--- src/rtl/basic_adders_pkg.sv ---
// basic_adders_pkg: shared FSM state encoding for the basic adder/subtractor family
package basic_adders_pkg;

    localparam logic [1:0] ST_IDLE = 2'd0;
    localparam logic [1:0] ST_RUN  = 2'd1;
    localparam logic [1:0] ST_DONE = 2'd2;

    typedef enum logic [1:0] {
        IDLE = ST_IDLE,
        RUN  = ST_RUN,
        DONE = ST_DONE
    } state_t;

endpackage

--- src/rtl/full_subtractor.sv ---
// full_subtractor: 1-bit combinational full subtractor cell, d = a - b - bin
module full_subtractor (
    input  logic a,
    input  logic b,
    input  logic bin,
    output logic d,
    output logic bout
);

    // difference bit and borrow into the next position
    always_comb begin
        d    = a ^ b ^ bin;
        bout = (~a & b) | (~(a ^ b) & bin);
    end

endmodule

--- src/rtl/serial_subtractor.sv ---
// serial_subtractor: bit-serial LSB-first a - b - bin using one shared full-subtractor cell
module serial_subtractor
    import basic_adders_pkg::*;
#(
    parameter int WIDTH = 4
) (
    input  logic             clk,
    input  logic             rst,
    input  logic             start,
    input  logic [WIDTH-1:0] a,
    input  logic [WIDTH-1:0] b,
    input  logic             bin,
    output logic             busy,
    output logic             done,
    output logic [WIDTH-1:0] diff,
    output logic             bout
);

    localparam int CW = $clog2(WIDTH) + 1;
    localparam logic [CW-1:0] LAST = CW'(WIDTH - 1);

    state_t           state;
    logic [WIDTH-1:0] sa;
    logic [WIDTH-1:0] sb;
    logic [WIDTH-1:0] res;
    logic [CW-1:0]    cnt;
    logic             br;
    logic             d;
    logic             br_n;

    full_subtractor u_fs (
        .a    (sa[0]),
        .b    (sb[0]),
        .bin  (br),
        .d    (d),
        .bout (br_n)
    );

    // FSM, operand/result shifters and borrow flop; diff/bout only change when a run completes
    always_ff @(posedge clk) begin
        if (rst) begin
            state <= IDLE;
            busy  <= 1'b0;
            done  <= 1'b0;
            diff  <= '0;
            bout  <= 1'b0;
            sa    <= '0;
            sb    <= '0;
            res   <= '0;
            cnt   <= '0;
            br    <= 1'b0;
        end else begin
            case (state)
                RUN: begin
                    sa  <= sa >> 1;
                    sb  <= sb >> 1;
                    br  <= br_n;
                    res <= {d, res[WIDTH-1:1]};
                    cnt <= cnt + 1'b1;
                    if (cnt == LAST) begin
                        diff  <= {d, res[WIDTH-1:1]};
                        bout  <= br_n;
                        state <= DONE;
                        busy  <= 1'b0;
                        done  <= 1'b1;
                    end
                end
                IDLE, DONE: begin
                    done <= 1'b0;
                    if (start) begin
                        sa    <= a;
                        sb    <= b;
                        br    <= bin;
                        res   <= '0;
                        cnt   <= '0;
                        state <= RUN;
                        busy  <= 1'b1;
                    end else begin
                        state <= IDLE;
                    end
                end
                default: begin
                    state <= IDLE;
                    busy  <= 1'b0;
                    done  <= 1'b0;
                end
            endcase
        end
    end

endmodule

--- config.mk ---
export PLATFORM = sky130hd
export DESIGN_NAME = serial_subtractor
export DESIGN_NICKNAME = d
export VERILOG_FILES = /design/src/rtl/basic_adders_pkg.sv /design/src/rtl/full_subtractor.sv /design/src/rtl/serial_subtractor.sv
export SDC_FILE = /design/constraint.sdc
export NUM_CORES = 1
export LEC_CHECK = 0
export ABC_CLOCK_PERIOD_IN_PS = 3300
export BUFFER_PORTS_ARGS = -buffer_cell sky130_fd_sc_hd__buf_2
export CAP_MARGIN = 10
export CORE_ASPECT_RATIO = 0.6
export CORE_MARGIN = 2
export CORE_UTILIZATION = 30
export DETAILED_ROUTE_END_ITERATION = 8
export SYNTH_ARGS = -nofsm -noshare
export SYNTH_HDL_FRONTEND = slang
export SYNTH_SLANG_ARGS = --single-unit
export TNS_END_PERCENT = 1
--- constraint.sdc ---
create_clock -name clk -period 3.3 [get_ports clk]
set_input_delay 0.165 -clock clk [delete_from_list [all_inputs] [get_ports clk]]
set_output_delay 0.165 -clock clk [all_outputs]
set_load 0.1 [all_outputs]
### Word level (Yosys, flattened, before mapping)

Cells that the tools add are included.

* add/sub/neg operators: 1
* eq/ne operators: 5
* multiplexer cells: 16
* bitwise logic cells: 8
* reductions and logical operators: 7

Operator list (count)
* 4-bit case mux with 2 select lines: 3
* 4-bit two-way mux: 3
* 3-bit case mux with 2 select lines: 1
* 2-bit AND reduction: 3
* 1-bit two-way mux: 4
* 2-bit != test, second input constant: 2
* 1-bit case mux with 2 select lines: 2
* 2-bit case mux with 2 select lines: 1
* 2-bit OR reduction: 2
* 3-bit by 1-bit adder with 3-bit output, second input constant: 1
* 3-bit by 2-bit equality test with 1-bit output, second input constant: 1
* 3-bit two-way mux: 1
* 1-bit inverter: 3
* 1-bit AND: 2
* 2-bit by 1-bit equality test with 1-bit output, second input constant: 1
* 2-bit equality test, second input constant: 1
* 2-bit zero test: 1
* 2-bit two-way mux: 1
* 2-bit nonzero test: 1
* 1-bit XOR: 2
* 1-bit OR: 1

* register bits: 25
* output and inout bits: 7
* word-level logic and storage cells: 47

### Longest topological paths before layout

Gate-level depths: netlist (run 1).

* depth after elaboration: 5
* mapped depth: 6

### Modules after synthesis

Synthesis (run 1) repeated with hierarchy kept, for this count alone.

* cells, all modules: 115
* area, all modules: 1089.8 µm²

By module, submodules not included
* serial_subtractor: times used 1, cells each 111, area an instance 1058.5 µm², seq. area each 480.5 µm²
* full_subtractor: times used 1, cells each 4, area an instance 31.3 µm², seq. area each 0.0 µm²

### Worst setup path before layout (run 1)

Ideal clock, no wire load.

* path kind: register to register
* start: register sb[0]
* end: register res[3]
* arrival time: 1262 ps
* path slack: 1911 ps
* cell stages (with the launch flop): 6
* buffers on the path: 0
* path through: dfxtp_1 > inv_1 > fa_1 > mux2_2 > a21oi_1 > nor2_1

* longest elaborated chain between the ends: 3

RTL lines
* start: declaration: line serial_subtractor.sv:24 `logic [WIDTH-1:0] sb;`
* start signal: assignment: line serial_subtractor.sv:56 `sb <= sb >> 1;`
* 1-bit XOR (2 in series): line full_subtractor.sv:12 `d = a ^ b ^ bin;`
* named net d: line serial_subtractor.sv:28 `logic d;`
* 4-bit case mux with 2 select lines: line serial_subtractor.sv:53 `case (state)`
* end signal: assignment: line serial_subtractor.sv:58 `res <= {d, res[WIDTH-1:1]};`
* end: declaration: line serial_subtractor.sv:25 `logic [WIDTH-1:0] res;`

The timed path passes the listed nets, and every way through them passes these cells.
A chain may end at the register's enable or synchronous reset.

### Final worst setup path (run 1)

* start: register state[0]
* end: register sb[2]

* longest elaborated chain between the ends: 4
* elaborated cells on any way between the ends: 8

RTL lines
* start: declaration: line serial_subtractor.sv:22 `state_t state;`
* start signal: assignment: line serial_subtractor.sv:42 `state <= IDLE;`
* start signal: assignment: line serial_subtractor.sv:63 `state <= DONE;`
* start signal: assignment: line serial_subtractor.sv:76 `state <= RUN;`
* 2-bit equality test or 2-bit zero test (tied branches): line serial_subtractor.sv:53
* 2-bit OR reduction: line serial_subtractor.sv:53
* 2-bit != test (no line) or 2-bit nonzero test (tied branches)
* 2-bit AND reduction (no line)

Parallel ways exist; a longest one is shown, timed or not.

==> results.sh, run 1 <==
export IMPL_synth_sequential_area_ratio=0.406
export IMPL_synth_top_flop_cell="sky130_fd_sc_hd__dfxtp_1"
export IMPL_grt_pass1_wl_um=3660
export IMPL_final_period_utilization=0.493
export IMPL_synth_warning_count=0
export IMPL_timing_critical_path_slowest_cell_delay_ns=0.39
export IMPL_cts_max_level=1
export IMPL_yosys_area_top_type_share=0.406
export IMPL_hp_class="input port to register"
export IMPL_initial_core_utilization=0.318
export IMPL_num_fill_cells=379
export IMPL_timing_hold_worst_start="b[0]"
export IMPL_cp_buf_inv_count=1
export IMPL_holdPathStages=3
export IMPL_tritoncts_num_buffers=3
export IMPL_syn_avg_cell_area_um2=9.95
export IMPL_rows=17
export IMPL_final_hold_viol_count=0
export IMPL_clk_transition_reported_paths_ns=0.09
export IMPL_crit_path_cell_trace="buf_4 > and2b_1 > or2_1 > a211oi_2"
export IMPL_dr_first_iter_drc_count=45
export IMPL_timing_critical_path_to_type="register"
export IMPL_synth_largest_area_cell="sky130_fd_sc_hd__dfxtp_1"
export IMPL_flow_area_growth_from_synthesis_pct=12.7
export IMPL_placer_congestion_estimate=0.733
export IMPL_max_cap_viols=0
export IMPL_drive_gt1_frac=0.265
export IMPL_clk_path_buf_depth=2
export IMPL_post_cts_hold_buffer_count=0
export IMPL_post_route_util=0.358
export IMPL_numClockSinks=24
export IMPL_period_needed_ns=1.63
export IMPL_grt_pass1_vias=796
export IMPL_worstPathMaxFanout=29
export IMPL_final_setup_viol_count=0
export IMPL_antenna_cells=0
export IMPL_number_of_port_buffers=18
export IMPL_yosysMostFrequentCell="sky130_fd_sc_hd__dfxtp_1"
export IMPL_number_of_antenna_violations_at_the_first_check_in_global_routing=0
export IMPL_synth_async_sr_flop_share=0
export IMPL_floorplan_die_area_mm2=0.00448
export IMPL_rr_endpoint="sb[2]"
export IMPL_routed_via_density=4.69
export IMPL_fp_coreArea_mm2=0.00372
export IMPL_antenna_violating_nets_post_route=0
export IMPL_die_y_um=52.7
export IMPL_worstPathRequired_ns=3.49
export IMPL_p_leak_nw=0.553
export IMPL_number_of_library_cell_types_mapped_by_synthesis=26
export IMPL_drt_first_pass_iters=4
export IMPL_slew_viol_final=0
export IMPL_synth_commonest_cells="sky130_fd_sc_hd__dfxtp_1, sky130_fd_sc_hd__nor2_1, sky130_fd_sc_hd__mux2i_1"
export IMPL_critical_path_cell_count=4
export IMPL_boundaryPins=19
export IMPL_critical_path_reg2reg_startpoint="state[0]"
export IMPL_num_vias=840
export IMPL_p_total_w=0.000677
export IMPL_numPlacedInstances=175
export IMPL_ir_worst_vdd_v=0.000200
export IMPL_max_slew_margin=0.604
export IMPL_grt_setup_unrepaired="false"
export IMPL_tightestPinTransition_ns=0.593
export IMPL_critical_path_slowest_cell="sky130_fd_sc_hd__or2_1"
export IMPL_worst_clock_skew_ns=0.00390
export IMPL_result_of_the_run="finished clean"
export IMPL_power_density_mw_per_mm2=508
export IMPL_hpwl_um=1580
export IMPL_cp_arrival_ns=1.82
export IMPL_post_cts_setup_buffer_count=0
export IMPL_ys_seq_elements=24
export IMPL_die_x_um=85.1
export IMPL_routed_wl_um=2220
export IMPL_grt_max_degree=30
export IMPL_grt_util_overall=0.106
export IMPL_clk_insertion_delay_late_ns=0.27
export IMPL_timing_worst_setup_path_type="register to register"
export IMPL_number_of_synthesized_flops_with_an_enable_pin=0
export IMPL_worstRegToRegCells=4
export IMPL_detail_route_wl_per_cell_um=12.4
export IMPL_synthesis_instances=119
export IMPL_post_cts_gate_resize_count=0
export IMPL_worst_path_dominant_cell_family="simple AND/OR/NAND/NOR gates"
export IMPL_gr_total_overflow=0
export IMPL_hold_path_end="sb[0]"
export IMPL_root_buffer="sky130_fd_sc_hd__clkbuf_8"
export IMPL_fin_cells=179
export IMPL_mappedNetlistArea_mm2=0.00118
export IMPL_drc=0
export IMPL_worst_setup_path_start_kind="register"
export IMPL_final_nets=148
export IMPL_syn_num_nets=134
export IMPL_tritoncts_clock_tree="done"
export IMPL_fin_hold_ws_ns=0.276
export IMPL_setup_tns_ns=0
export IMPL_synth_area_leaders="sky130_fd_sc_hd__dfxtp_1, sky130_fd_sc_hd__mux2i_1, sky130_fd_sc_hd__a211oi_2"
export IMPL_max_clock_freq_mhz=615
export IMPL_worst_r2r_setup_slack_ns=1.67
==> cell type report <==
type / count / area (um^2) / area share
Tap cell: 47 / 58.8 / 0.0441
Sequential cell: 24 / 480 / 0.360
Inverter: 4 / 15.0 / 0.0113
Clock buffer: 3 / 41.3 / 0.0310
Multi-Input combinational cell: 81 / 611 / 0.458
Timing Repair Buffer: 19 / 97.6 / 0.0732
Clock inverter: 1 / 30.0 / 0.0225
==> worst max-delay path by stage <==
stage	from	to	slack, ns
after floorplan	sb[0]	res[3]	1.91
after global placement	state[0]	br	1.75
after detailed placement	state[0]	sb[1]	1.70
after CTS	state[0]	sb[2]	1.68
after global routing	state[0]	sa[2]	1.58
final	state[0]	sb[2]	1.67
==> per-stage QoR <==
| step | worst slack [ns] | area [um^2] |
|---|---|---|
| after floorplan | 1.91 | 1180 |
| after global routing | 1.58 | 1330 |
| after CTS | 1.68 | 1330 |
| after detailed placement | 1.70 | 1260 |
| after global placement | 1.75 | 1260 |
| final | 1.67 | 1330 |
==> worst register-to-register path: cells and delay by family, from the launching register on <==
kind,cells,cell delay [ns]
flops,1,0.31
simple gates,2,0.72
compound gates,1,0.22
buf+inv,1,0.30
==> report_power, final <==
group	switching, W	total [W]	leakage (nW)	internal, W
clock	0.0000957	0.000258	0.0357	0.000162
combinational	0.0000609	0.000104	0.321	0.0000435
sequential	0.00000958	0.000315	0.196	0.000305
total	0.000166	0.000677	0.553	0.000511
==> sequential cells by signal (all words and copies together) (netlist names) <==
register  count
cnt           3
state         2
bout          1
br            1
sb            4
res           3
done          1
sa            4
busy          1
diff          4
==> layout by cell type, fill, tap and decap left out, types with 2 or more instances in the layout <==
cell,instances
sky130_fd_sc_hd__clkbuf_8,3
sky130_fd_sc_hd__inv_1,4
sky130_fd_sc_hd__nand2b_1,3
sky130_fd_sc_hd__nand3_1,2
sky130_fd_sc_hd__nor3b_1,7
sky130_fd_sc_hd__ha_1,2
sky130_fd_sc_hd__mux2i_1,13
sky130_fd_sc_hd__o21a_1,2
sky130_fd_sc_hd__nor2_1,15
sky130_fd_sc_hd__a211oi_2,7
sky130_fd_sc_hd__nor3_1,8
sky130_fd_sc_hd__buf_2,18
sky130_fd_sc_hd__dfxtp_1,24
sky130_fd_sc_hd__a21oi_1,8
sky130_fd_sc_hd__mux2_2,4
==> metal layers <==
layer / up-vias / global-route usage / part of all wire
met5: - / 0 / 0
met4: 0 / 0.0159 / 0
met3: 0 / 0.0441 / 0.040
met2: 11 / 0.167 / 0.43
met1: 391 / 0.139 / 0.53
li1: 438 / - / -
==> kinds of logic (layout without fill, tap and decap cells) <==
logic type,count (synthesis),count (layout),synth area share
and+or+nand+nor,40,40,0.183
AOI/OAI and AO/OA,20,20,0.140
muxes,17,17,0.148
DFF,24,24,0.406
adders and majority gates,3,3,0.0381
buffers and inverters,14,27,0.0782
xor gates and xnor gates,1,1,0.00740
Power figures use the tool's default switching activity.
==> inputs of run 2 (changes only) <==
Settings changed: ABC_CLOCK_PERIOD_IN_PS 3300 to 1700.
Clock period 3.3 ns to 1.7 ns, I/O delays scaled along.
==> run 2 against run 1 <==
Effect of this change:
- count of clock-buffer cells in the layout did not move
- register-to-register slack got worse by 1.5 ns
- routed wire length is 1.6% higher
- total power grew 94%
- global-route usage grew 0.92 points
- sequential power up 95%
- non-clock buffer count rose by 2
- sequential share of layout area shrank 0.40 points
- clock power grew 93%
- setup slack worse by 1.5 ns
- critical path depth increased by 1
- largest cell class unchanged
- highest routed layer is now met4
==> results.sh, run 2 (synthesized netlist as in run 1, its figures left out) <==
export IMPL_result_of_the_run="finished clean"
export IMPL_crit_path_launch="sb[0]"
export IMPL_crit_path_cell_trace="inv_1 > fa_1 > mux2_2 > a21oi_1 > nor2_1"
export IMPL_slew_viol_final=0
export IMPL_hpwl_um=1620
export IMPL_initial_core_utilization=0.318
export IMPL_critical_path_slowest_cell="sky130_fd_sc_hd__fa_1"
export IMPL_seq_power_share=0.468
export IMPL_period_needed_ns=1.50
export IMPL_antenna_violating_nets_post_route=0
export IMPL_timing_critical_path_to_type="register"
export IMPL_post_cts_hold_buffer_count=0
export IMPL_flow_area_growth_from_synthesis_pct=14.0
export IMPL_die_y_um=52.7
export IMPL_final_hold_viol_count=0
export IMPL_clk_transition_reported_paths_ns=0.09
export IMPL_post_route_util=0.362
export IMPL_layout_common_cells="sky130_fd_sc_hd__dfxtp_1, sky130_fd_sc_hd__buf_2, sky130_fd_sc_hd__nor2_1, sky130_fd_sc_hd__mux2i_1"
export IMPL_clk_path_buf_depth=2
export IMPL_worstPathRequired_ns=1.84
export IMPL_root_buffer="sky130_fd_sc_hd__clkbuf_8"
export IMPL_grt_max_degree=25
export IMPL_floorplan_die_area_mm2=0.00448
export IMPL_tritoncts_clock_tree="done"
export IMPL_worstPathMaxFanout=2
export IMPL_routed_via_density=4.70
export IMPL_final_common_cell="sky130_fd_sc_hd__dfxtp_1"
export IMPL_grt_util_overall=0.115
export IMPL_grt_pass1_wl_um=3980
export IMPL_fp_coreArea_mm2=0.00372
export IMPL_hp_class="input port to register"
export IMPL_final_period_utilization=0.883
export IMPL_dr_first_iter_drc_count=58
export IMPL_final_nets=150
export IMPL_cp_arrival_ns=1.64
export IMPL_setup_tns_ns=0
export IMPL_boundaryPins=19
export IMPL_drive_gt1_frac=0.276
export IMPL_power_density_mw_per_mm2=975
export IMPL_placer_congestion_estimate=0.684
export IMPL_drt_first_pass_iters=2
export IMPL_routed_wl_um=2260
export IMPL_die_x_um=85.1
export IMPL_comb_power_share=0.153
export IMPL_drc=0
export IMPL_cts_max_level=1
export IMPL_timing_worst_setup_path_type="register to register"
export IMPL_area_used_by_multi_input_combinational_logic_um2=611
export IMPL_tritoncts_num_buffers=3
export IMPL_power_share_switching=0.246
export IMPL_seqCellArea_um2=480
export IMPL_max_slew_margin=0.663
export IMPL_timing_critical_path_slowest_cell_delay_ns=0.49
export IMPL_cp_buf_inv_count=1
export IMPL_antenna_cells=0
export IMPL_gr_total_overflow=0
export IMPL_clk_insertion_delay_late_ns=0.27
export IMPL_num_fill_cells=376
export IMPL_num_vias=850
export IMPL_number_of_antenna_violations_at_the_first_check_in_global_routing=0
export IMPL_worst_clock_skew_ns=0.00373
export IMPL_ir_worst_vdd_v=0.000444
export IMPL_rows=17
export IMPL_largest_regs="diff: 4 flops, sa: 4 flops, sb: 4 flops"
export IMPL_post_cts_gate_resize_count=0
export IMPL_max_clock_freq_mhz=666
export IMPL_max_cap_viols=0
export IMPL_intPower_w=0.000992
export IMPL_timing_hold_worst_start="b[0]"
export IMPL_worst_path_dominant_cell_family="adder cells"
export IMPL_total_switching_power_w=0.000323
export IMPL_critical_path_reg2reg_startpoint="sb[0]"
export IMPL_detail_route_wl_per_cell_um=12.5
export IMPL_final_setup_viol_count=0
export IMPL_post_cts_setup_buffer_count=0
export IMPL_worst_setup_path_start_kind="register"
export IMPL_numClockSinks=24
export IMPL_grt_setup_unrepaired="false"
export IMPL_number_of_port_buffers=18
export IMPL_p_leak_nw=0.564
export IMPL_grt_pass1_vias=837
export IMPL_share_clk_of_total_power=0.379
export IMPL_tightestPinTransition_ns=0.505
export IMPL_p_total_w=0.00132
run 2: cell types whose count changed in the layout (fill, tap and decap cells not counted):
cell                    before  now
sky130_fd_sc_hd__buf_4       1    3
run 2: path summary, 6_finish.rpt:
check                               to  slack [ns]  depth (start not counted)
worst min register to register    busy        0.48                          2
worst min-delay path             sb[0]        0.19                          3
worst max-delay path            res[3]        0.20                          5
worst max register to register  res[3]        0.20                          5
run 2: layout make-up:
cell class	count	share of cell area
Sequential cell	24	0.356
Multi-Input combinational cell	81	0.453
Clock buffer	3	0.0306
Tap cell	47	0.0436
Clock inverter	1	0.0223
Timing Repair Buffer	21	0.0835
Inverter	4	0.0111
run 2: power groups by stage:
| stage | sequential (W) | combinational, W | clock, W |
|---|---|---|---|
| after floorplan | 0.000639 | 0.000164 | 0 |
| after global placement | 0.000627 | 0.000195 | 0 |
| after detailed placement | 0.000629 | 0.000202 | 0 |
| after CTS | 0.000615 | 0.000202 | 0.000518 |
| after global routing | 0.000620 | 0.000226 | 0.000537 |
| final | 0.000615 | 0.000202 | 0.000498 |
run 2: layer usage:
layer  vias to the layer above  wire length [um]  GRT usage
met5                         -                 0          0
met4                         0                10     0.0238
met3                         2                80     0.0378
met2                        11               917      0.167
met1                       391              1250      0.165
li1                        446                 -          -
run 2: per-stage QoR:
stage / hold WS, ns / setup WS [ns] / instance area, um^2 / std cells
after floorplan: 0.150 / 0.311 / 1180 / 119
after global placement: 0.464 / 0.282 / 1280 / 177
after detailed placement: 0.468 / 0.199 / 1280 / 177
after CTS: 0.180 / 0.193 / 1350 / 181
after global routing: 0.195 / 0.140 / 1350 / 181
final: 0.187 / 0.199 / 1350 / 181
run 2: worst register-to-register path: stages (launching register included):
cell,delay [ns]
sky130_fd_sc_hd__dfxtp_1,0.35
sky130_fd_sc_hd__inv_1,0.06
sky130_fd_sc_hd__fa_1,0.49
sky130_fd_sc_hd__mux2_2,0.27
sky130_fd_sc_hd__a21oi_1,0.15
sky130_fd_sc_hd__nor2_1,0.06
